[config.mk]
export PLATFORM = sky130hd
export DESIGN_NAME = mem_port_arbiter_flat
export DESIGN_NICKNAME = d
export VERILOG_FILES = /design/src/rtl/mem_port_arbiter_if.sv /design/src/rtl/mem_port_arbiter.sv /design/src/flat_wrapper.sv
export SDC_FILE = /design/constraint.sdc
export NUM_CORES = 1
export LEC_CHECK = 0
export BUFFER_PORTS_ARGS = -buffer_cell sky130_fd_sc_hd__buf_2
export CAP_MARGIN = 0
export CORE_AREA = 2 2 169 171
export DETAILED_ROUTE_END_ITERATION = 16
export DIE_AREA = 0 0 171 173
export PLACE_DENSITY = 0.58
export REMOVE_ABC_BUFFERS = 1
export SYNTH_ARGS = -nofsm -noshare
export SYNTH_HDL_FRONTEND = slang
export SYNTH_SLANG_ARGS = --single-unit
[constraint.sdc]
create_clock -name clk -period 2.4 [get_ports clk]
set_clock_uncertainty 0.15 [all_clocks]
set_input_delay 0.36 -clock clk [delete_from_list [all_inputs] [get_ports clk]]
set_output_delay 0.36 -clock clk [all_outputs]
set_load 0.005 [all_outputs]
[src/rtl/mem_port_arbiter_if.sv]
// Bundle of the fetch, data and memory-side signals around the memory port arbiter.
// Requesters hold req and payload stable until their done pulse; memory holds nothing, it answers mem_req with a one-cycle mem_ack.
interface mem_port_arbiter_if;
  logic        if_req;
  logic [63:0] if_addr;
  logic        if_done;
  logic [31:0] if_rdata;
  logic        dm_req;
  logic        dm_we;
  logic [31:0] dm_addr;
  logic [63:0] dm_wdata;
  logic        dm_done;
  logic [63:0] dm_rdata;
  logic        mem_req;
  logic        mem_we;
  logic        mem_wide;
  logic [31:0] mem_addr;
  logic [63:0] mem_wdata;
  logic        mem_ack;
  logic [63:0] mem_rdata;
  logic        arb_err;

  modport master (
    input  if_req, if_addr, dm_req, dm_we, dm_addr, dm_wdata, mem_ack, mem_rdata,
    output if_done, if_rdata, dm_done, dm_rdata, mem_req, mem_we, mem_wide, mem_addr,
           mem_wdata, arb_err
  );

  modport slave (
    output if_req, if_addr, dm_req, dm_we, dm_addr, dm_wdata, mem_ack, mem_rdata,
    input  if_done, if_rdata, dm_done, dm_rdata, mem_req, mem_we, mem_wide, mem_addr,
           mem_wdata, arb_err
  );
endinterface

[src/rtl/mem_port_arbiter.sv]
// Shares one unified memory port between instruction fetch and the MEM stage, data first,
// with a starvation guard for fetch and a sticky timeout error for lost acks.
module mem_port_arbiter #(
  parameter int STARVE_LIMIT = 4,
  parameter int TIMEOUT      = 16
) (
  input  logic                 clk,
  input  logic                 reset,
  mem_port_arbiter_if.master   bus,
  output logic [1:0]           dbg_state
);
  localparam logic [1:0] IDLE    = 2'd0;
  localparam logic [1:0] BUSY_IF = 2'd1;
  localparam logic [1:0] BUSY_DM = 2'd2;

  localparam int SW = $clog2(STARVE_LIMIT + 1);
  localparam int WW = (TIMEOUT > 1) ? $clog2(TIMEOUT) : 1;

  logic [1:0]    state;
  logic [SW-1:0] starve_cnt;
  logic [WW-1:0] wait_cnt;
  logic          fetch_forced;
  logic          grant_dm;
  logic          finish;
  logic          unused_addr_hi;

  assign dbg_state      = state;
  assign unused_addr_hi = ^bus.if_addr[63:32];

  // Fetch only pre-empts data once it has lost STARVE_LIMIT grants in a row.
  assign fetch_forced = bus.if_req && (starve_cnt == SW'(STARVE_LIMIT));
  assign grant_dm     = bus.dm_req && !fetch_forced;
  // An ack on the last allowed cycle still counts as a normal completion.
  assign finish       = bus.mem_ack || (wait_cnt == WW'(TIMEOUT - 1));

  always_ff @(posedge clk or negedge reset) begin
    if (!reset) begin
      state         <= IDLE;
      starve_cnt    <= '0;
      wait_cnt      <= '0;
      bus.if_done   <= 1'b0;
      bus.if_rdata  <= '0;
      bus.dm_done   <= 1'b0;
      bus.dm_rdata  <= '0;
      bus.mem_req   <= 1'b0;
      bus.mem_we    <= 1'b0;
      bus.mem_wide  <= 1'b0;
      bus.mem_addr  <= '0;
      bus.mem_wdata <= '0;
      bus.arb_err   <= 1'b0;
    end else begin
      bus.if_done <= 1'b0;
      bus.dm_done <= 1'b0;
      case (state)
        IDLE: begin
          if (grant_dm) begin
            state         <= BUSY_DM;
            bus.mem_req   <= 1'b1;
            bus.mem_we    <= bus.dm_we;
            bus.mem_wide  <= 1'b1;
            bus.mem_addr  <= bus.dm_addr;
            bus.mem_wdata <= bus.dm_wdata;
            wait_cnt      <= '0;
            if (!bus.if_req) begin
              starve_cnt <= '0;
            end else if (starve_cnt != SW'(STARVE_LIMIT)) begin
              starve_cnt <= starve_cnt + 1'b1;
            end
          end else if (bus.if_req) begin
            state         <= BUSY_IF;
            bus.mem_req   <= 1'b1;
            bus.mem_we    <= 1'b0;
            bus.mem_wide  <= 1'b0;
            bus.mem_addr  <= bus.if_addr[31:0];
            bus.mem_wdata <= '0;
            wait_cnt      <= '0;
            starve_cnt    <= '0;
          end
        end
        BUSY_IF, BUSY_DM: begin
          if (finish) begin
            state       <= IDLE;
            bus.mem_req <= 1'b0;
            if (!bus.mem_ack) begin
              bus.arb_err <= 1'b1;
            end
            // Aborted accesses still complete towards the requester, with zero data.
            if (state == BUSY_IF) begin
              bus.if_done  <= 1'b1;
              bus.if_rdata <= bus.mem_ack ? bus.mem_rdata[31:0] : 32'h0;
            end else begin
              bus.dm_done  <= 1'b1;
              bus.dm_rdata <= bus.mem_ack ? bus.mem_rdata : 64'h0;
            end
          end else begin
            wait_cnt <= wait_cnt + 1'b1;
          end
        end
        default: state <= IDLE;
      endcase
    end
  end
endmodule

[src/flat_wrapper.sv]
// flat-port wrapper written by rule: the top's interface ports become plain ports
module mem_port_arbiter_flat 
#(
  parameter int STARVE_LIMIT = 4,
  parameter int TIMEOUT      = 16
)
  (clk, reset, dbg_state, bus_if_req, bus_if_addr, bus_dm_req, bus_dm_we, bus_dm_addr, bus_dm_wdata, bus_mem_ack, bus_mem_rdata, bus_if_done, bus_if_rdata, bus_dm_done, bus_dm_rdata, bus_mem_req, bus_mem_we, bus_mem_wide, bus_mem_addr, bus_mem_wdata, bus_arb_err);
  mem_port_arbiter_if bus_i ();
  input  logic clk;
  input  logic reset;
  output logic [1:0] dbg_state;
  input wire logic [$bits(bus_i.if_req)-1:0] bus_if_req;
  input wire logic [$bits(bus_i.if_addr)-1:0] bus_if_addr;
  input wire logic [$bits(bus_i.dm_req)-1:0] bus_dm_req;
  input wire logic [$bits(bus_i.dm_we)-1:0] bus_dm_we;
  input wire logic [$bits(bus_i.dm_addr)-1:0] bus_dm_addr;
  input wire logic [$bits(bus_i.dm_wdata)-1:0] bus_dm_wdata;
  input wire logic [$bits(bus_i.mem_ack)-1:0] bus_mem_ack;
  input wire logic [$bits(bus_i.mem_rdata)-1:0] bus_mem_rdata;
  output wire logic [$bits(bus_i.if_done)-1:0] bus_if_done;
  output wire logic [$bits(bus_i.if_rdata)-1:0] bus_if_rdata;
  output wire logic [$bits(bus_i.dm_done)-1:0] bus_dm_done;
  output wire logic [$bits(bus_i.dm_rdata)-1:0] bus_dm_rdata;
  output wire logic [$bits(bus_i.mem_req)-1:0] bus_mem_req;
  output wire logic [$bits(bus_i.mem_we)-1:0] bus_mem_we;
  output wire logic [$bits(bus_i.mem_wide)-1:0] bus_mem_wide;
  output wire logic [$bits(bus_i.mem_addr)-1:0] bus_mem_addr;
  output wire logic [$bits(bus_i.mem_wdata)-1:0] bus_mem_wdata;
  output wire logic [$bits(bus_i.arb_err)-1:0] bus_arb_err;
  assign bus_i.if_req = bus_if_req;
  assign bus_i.if_addr = bus_if_addr;
  assign bus_i.dm_req = bus_dm_req;
  assign bus_i.dm_we = bus_dm_we;
  assign bus_i.dm_addr = bus_dm_addr;
  assign bus_i.dm_wdata = bus_dm_wdata;
  assign bus_i.mem_ack = bus_mem_ack;
  assign bus_i.mem_rdata = bus_mem_rdata;
  assign bus_if_done = bus_i.if_done;
  assign bus_if_rdata = bus_i.if_rdata;
  assign bus_dm_done = bus_i.dm_done;
  assign bus_dm_rdata = bus_i.dm_rdata;
  assign bus_mem_req = bus_i.mem_req;
  assign bus_mem_we = bus_i.mem_we;
  assign bus_mem_wide = bus_i.mem_wide;
  assign bus_mem_addr = bus_i.mem_addr;
  assign bus_mem_wdata = bus_i.mem_wdata;
  assign bus_arb_err = bus_i.arb_err;
  mem_port_arbiter #(.STARVE_LIMIT(STARVE_LIMIT), .TIMEOUT(TIMEOUT)) u_core (.clk(clk), .reset(reset), .bus(bus_i), .dbg_state(dbg_state));
endmodule
==> results.md, run 1 <==
* Netlist Area Pre-Place at 0.00812 mm²
* Top cells by count, synth: 207 x dfrtp_1, 128 x a22o_1, 69 x nand2_1
* Peak Freq at 462 MHz
* Xor/xnor share of the synthesized area at 0.00108
* Drt first pass iters at 6
* Diodes inserted at 0
* Core Region at 0.0276 mm²
* Reg-to-Reg Start: u_core.dbg_state[0]
* Avg Synthesized Cell Area at 13.0 µm²
* Slew HR at 0.456
* Kind of critical path: flip-flop to flip-flop
* Area grow syn2layout at 62.7%
* Grt total ovfl at 0
* Root buffer cell: clkbuf_16
* Synth Flop Type: dfrtp_1
* Count leader, synth: dfrtp_1
* Die Y at 173 µm
* Hold Path Origin: bus_dm_addr[22]
* Iter 0 DRT Violations at 447
* Pwr Density at 1180 mW/mm²
* Slew @ Worst Pin at 816 ps
* Post-CTS setup buffer count at 0
* Post-CTS Hold Buffers at 191
* Tcrit/Tclk final at 0.902
* Via count at 7764
* Yosys reg bits at 207
* Post_cts resized at 0
* Clock latency on the worst-skew pair at 500 ps
* Row count at 61
* Drt drc at 0
* Via density at 4.89
* Crit path DAT at 2440 ps
* WP data required at 2680 ps
* Critical path cell sequence: inv_1, ha_1, and3_4, a22o_1
* Largest family of logic cells by synthesized area: compound AO/OA/AOI/OAI gates
* Wirelength per Cell at 18.0 µm
* Antenna-violating nets left at 0
* Unrepaired setup endpoints after global routing: no
* Htree depth at 1
* Max-slew violation count at 0
* Initial antenna violation count at 1
* Drt total wl at 28500 µm
* Multi-input logic area at 0.00256 mm²
* CTS tree: yes
* Peak supply drop at 584 µV
* Maximum root-to-sink buffer count at 3
* Critical path launch point: u_core.dbg_state[0]
* CP max stage delay at 740 ps
* Top delay family on crit path: simple AND/OR/NAND/NOR gates
* Critical path endpoint category: flip-flop
* RePlAce Congestion at 0.773
* Chip width at 171 µm
* Status: complete, no violations
* Cell taking the most area after synthesis: dfrtp_1
* Die Area at 0.0296 mm²
* First-pass GRT wire length at 43600 µm
* Fin. Hold Viols at 0
* Post-synthesis mux area share at 0
* All-Layer GR Usage at 0.183
* Crit-path max FO at 70
* Setup TNS Final at 0 ps
* Crit path launch type: flip-flop
* Register Area at 0.00518 mm²
* Min Clock Period, post-route at 2160 ps
* Simple-gate area share of the yosys netlist at 0.0766
* Yosys cell types at 38
* PortBufs at 397
* Min Hold Slack at 28.6 ps
* Clk pin slew, worst setup/hold paths at 60 ps
* # IOs at 430
* Seq/Total Area, Yosys at 0.638
* Synth top area cells: dfrtp_1 64%, a22o_1 14%, a32o_1 4.4%, nand2_1 3.2%, o211ai_1 3.1%
* Vias in the first global route at 8028
* CP max stage cell: and3_4
* MaxCap Viol Count at 0
* Sink Count at 207
* Syn Inst Count at 622
* Initial Utilization at 0.294
* Post-synth EDFFs at 0
* Hold Crit Class: input port to flip-flop
* Share of cells above drive strength 1 at 0.385
* Post-synth top area share at 0.638
* Nets at 1430
* Post-Synth Adder-Cell Area at 0.00925
* Ys async rst share at 1.00
* Leak at 6.55 nW
* Number of warnings issued by yosys at 0
* CP bufs+invs at 1
* CTS buffer count at 23
* Final Setup Violations at 0
* DP HPWL at 17600 µm
* Synth Area in Compound Gates at 0.228
* Number of fill cells at 2415
* Largest net degree at the start of global routing at 71
## stage by stage
stage / instance area [µm²] / worst slack (ps) / std cells / power, W / util
after floorplan: 7750 / -670 / 557 / 0.00872 / -
after CTS: 13200 / 212 / 1587 / 0.0158 / 0.478
after detailed placement: 10500 / 258 / 1356 / 0.0118 / 0.380
final: 13200 / 235 / 1587 / 0.0156 / 0.478
after global placement: 10500 / 301 / 1356 / 0.0117 / 0.380
after global routing: 13200 / 75.7 / 1587 / 0.0167 / 0.478
## worst reg2reg max path: stages, from the launching register on
cell and delay [ps]:
dfrtp_1 420, inv_1 120, ha_1 310, and3_4 750
a22o_1 350
## logic make-up after synthesis
group | Yosys count
AOI/OAI and AO/OA | 214
and+or+nand+nor | 124
xor gates and xnor gates | 1
adders and majority gates | 6
buffers and inverters | 70
DFF | 207
## path summary, 6_finish.rpt
kind                                           end  slack [ps]  cells past startpoint
hold reg to reg                 u_core.bus.arb_err         330                      1
max in group asynchronous  u_core.bus.dm_rdata[54]        1150                      3
hold / removal             u_core.bus.mem_addr[22]          30                      3
setup / recovery           u_core.bus.mem_wdata[6]         240                      4
min in group asynchronous  u_core.bus.dm_rdata[12]         270                      2
setup reg to reg           u_core.bus.mem_wdata[6]         240                      4
## placed cells by master, fill, tap and decap left out, types with 5 or more instances in the layout
cell           count
clkbuf_16         23
clkbuf_8           5
nand4_1           33
buf_2            396
clkinv_2           5
o211ai_1          33
a32o_1            36
buf_4             16
ha_1               6
inv_1              5
nand2_1           69
dlygate4sd3_1    191
a22o_1           128
buf_12             8
dfrtp_1          207
## area by class of cell
| cell class | count | area share |
|---|---|---|
| repair buffers | 612 | 0.317 |
| clock inverters | 11 | 0.0105 |
| flip-flops and latches | 207 | 0.392 |
| multi-input cells | 345 | 0.194 |
| clock buffers | 29 | 0.0483 |
| inverters | 5 | 0.00142 |
| well taps | 378 | 0.0358 |
## report_power, final
group | internal (W) | switching [W]
clock network | 0.00220 | 0.00142
logic | 0.00300 | 0.00297
registers | 0.00511 | 0.000938
## sequential cells by signal, summed over array words and instances, names as in the netlist, 2 cells and up
| signal | cells |
|---|---|
| u_core.bus.if_rdata | 32 |
| u_core.bus.mem_addr | 32 |
| u_core.starve_cnt | 3 |
| u_core.bus.dm_rdata | 64 |
| u_core.wait_cnt | 4 |
| u_core.dbg_state | 2 |
| u_core.bus.mem_wdata | 64 |
## metal layers
layer	wire length (µm)	GRT usage
met1	11300	0.220
met2	13700	0.315
met3	2530	0.0465
met4	950	0.0667
met5	0	0
No activity file was read; power rests on OpenSTA's default activity.
==> inputs of run 2 (changes only) <==
--- a/config.mk
+++ b/config.mk
@@ -10,8 +10,9 @@
 export CORE_AREA = 2 2 169 171
 export DETAILED_ROUTE_END_ITERATION = 16
 export DIE_AREA = 0 0 171 173
-export PLACE_DENSITY = 0.58
+export PLACE_DENSITY = 0.65
 export REMOVE_ABC_BUFFERS = 1
+export SLEW_MARGIN = 20
 export SYNTH_ARGS = -nofsm -noshare
 export SYNTH_HDL_FRONTEND = slang
 export SYNTH_SLANG_ARGS = --single-unit
==> run 2 against run 1 <==
  * Total power up 1.3%
  * Register-to-register slack got worse by 20 ps
  * Critical path depth increased by 3
  * Critical endpoint is now u_core.bus.mem_addr[18]
  * Worst setup slack lost 16 ps
  * Largest power group is now combinational cells
  * Largest cell class unchanged
  * Critical path type unchanged
==> results.md, run 2 (synthesis results as in run 1) <==
* Commonest cells after routing, fill and taps aside: 396 x buf_2, 207 x dfrtp_1, 191 x dlygate4sd3_1, 128 x a22o_1, 69 x nand2_1 (unchanged)
* Placed insts at 1360 (was 1356)
* Number of fill cells at 2393 (was 2415)
* Crit path DAT at 2440 ps (about the same)
* # IOs at 430 (unchanged)
* Peak supply drop at 544 µV (was 584 µV)
* Diodes inserted at 0 (unchanged)
* MaxCap Viol Count at 0 (unchanged)
* Htree depth at 1 (unchanged)
* Pwr Density at 1190 mW/mm² (was 1180 mW/mm²)
* Critical path endpoint category: flip-flop (unchanged)
* Die Area at 0.0296 mm² (unchanged)
* Grt total ovfl at 0 (unchanged)
* Layout Cells excl Fill at 1591 (was 1587)
* Iter 0 DRT Violations at 372 (was 447)
* Internal at 0.0105 W (was 0.0103 W)
* Max-slew violation count at 0 (unchanged)
* Initial antenna violation count at 1 (unchanged)
* Clk pwr share at 0.238 (was 0.231)
* Wirelength per Cell at 17.8 µm (was 18.0 µm)
* CTS buffer count at 23 (unchanged)
* Min Hold Slack at 32.6 ps (was 28.6 ps)
* Via density at 4.90 (was 4.89)
* Maximum root-to-sink buffer count at 3 (unchanged)
* Kind of critical path: flip-flop to flip-flop (unchanged)
* First-pass GRT wire length at 43100 µm (was 43600 µm)
* Via count at 7796 (was 7764)
* Share of cells above drive strength 1 at 0.387 (was 0.385)
* Initial Utilization at 0.294 (unchanged)
* Vias in the first global route at 8035 (was 8028)
* Chip width at 171 µm (unchanged)
* Largest net degree at the start of global routing at 90 (was 71)
* Antenna-violating nets left at 0 (unchanged)
* Sw frac at 0.335 (was 0.340)
* Slew HR at 0.538 (was 0.456)
* Total power draw at 0.0158 W (was 0.0156 W)
* PortBufs at 397 (unchanged)
* Clock latency on the worst-skew pair at 500 ps (about the same)
* Flop pwr share at 0.380 (was 0.387)
* Core Region at 0.0276 mm² (unchanged)
* All-Layer GR Usage at 0.180 (was 0.183)
* Final core utilization at 0.480 (was 0.478)
* Unrepaired setup endpoints after global routing: no (unchanged)
* Leak at 6.59 nW (was 6.55 nW)
* Sink Count at 207 (unchanged)
* Drt first pass iters at 5 (was 6)
* Row count at 61 (unchanged)
* Die Y at 173 µm (unchanged)
* Drt drc at 0 (unchanged)
* Final setup margin at 219 ps (was 235 ps)
* Hold Crit Class: input port to flip-flop (unchanged)
* Nets at 1434 (was 1430)
* Largest regs: u_core.bus.dm_rdata x64, u_core.bus.mem_wdata x64 (unchanged)
* RePlAce Congestion at 0.766 (was 0.773)
* Peak Freq at 458 MHz (was 462 MHz)
* Commonest non-fill, non-tap cell in the layout: buf_2 (unchanged)
* Final Setup Violations at 0 (unchanged)
* DP HPWL at 17400 µm (was 17600 µm)
* Flop2flop setup slack at 220 ps (was 240 ps)
* Drt total wl at 28300 µm (was 28500 µm)
* Root buffer cell: clkbuf_16 (unchanged)
* Clk pin slew, worst setup/hold paths at 60 ps (about the same)
* Net Sw Power at 0.00531 W (was 0.00532 W)
* DP Worst Slack at 292 ps (was 258 ps)
* Tcrit/Tclk final at 0.909 (was 0.902)
* Status: complete, no violations (unchanged)
* Crit path launch type: flip-flop (unchanged)
* Area grow syn2layout at 63.3% (was 62.7%)
* Min Clock Period, post-route at 2180 ps (was 2160 ps)
* Fin. Hold Viols at 0 (unchanged)
* CTS tree: yes (unchanged)
* Combinational power share at 0.382 (about the same)
* Crit-path max FO at 32 (was 70)
* Slew @ Worst Pin at 693 ps (was 816 ps)
* WP data required at 2660 ps (was 2680 ps)
## run 2: layout make-up
type | instances | area, µm² | share of cell area
inverters | 5 | 18.8 | 0.00142
repair buffers | 616 | 4210 | 0.317
multi-input cells | 345 | 2560 | 0.193
flip-flops and latches | 207 | 5180 | 0.391
clock buffers | 27 | 621 | 0.0468
well taps | 378 | 473 | 0.0357
clock inverters | 13 | 193 | 0.0145
## run 2: critical path, stage by stage, from the launching register on
cell      delay, ps
dfrtp_1         400
inv_1           110
ha_1            330
buf_4           320
o21a_1          260
buf_12          220
nand2_1          90
o211ai_1        180
## run 2: power groups by stage
stage	sequential (W)	combinational, W	clock [W]
final	0.00602	0.00604	0.00377
after CTS	0.00597	0.00603	0.00388
after global routing	0.00621	0.00659	0.00402
after detailed placement	0.00598	0.00578	0
after floorplan	0.00612	0.00260	0
after global placement	0.00595	0.00569	0
## run 2: worst paths after layout
kind                                     start                 endpoint  cells after the start
min in group asynchronous                reset      u_core.bus.mem_wide                      2
max in group asynchronous                reset  u_core.bus.mem_addr[22]                      3
setup / recovery           u_core.dbg_state[0]  u_core.bus.mem_addr[18]                      7
setup reg to reg           u_core.dbg_state[0]  u_core.bus.mem_addr[18]                      7
hold reg to reg            u_core.bus.mem_wide      u_core.bus.mem_wide                      1
hold / removal                 bus_dm_addr[11]  u_core.bus.mem_addr[11]                      3
## run 2: metrics by stage
stage               setup TNS (ps)  cell area [µm²]
floorplan                   -51780             7750
global placement                 0            10500
detailed placement               0            10500
CTS                              0            13300
global route                     0            13300
finish                           0            13300
## run 2: layer usage
layer | vias up | share of wire | GRT usage
met5 | - | 0 | 0
met4 | 0 | 0.025 | 0.0508
met3 | 53 | 0.086 | 0.0433
met2 | 412 | 0.50 | 0.322
met1 | 3803 | 0.39 | 0.215
li1 | 3528 | - | -
## run 2: repair_timing
action,in CTS,in global routing
setup endpoints to repair,0,0
setup buffers,0,0
hold endpoints to repair,247,0
resized for setup,0,0
hold buffers,191,0
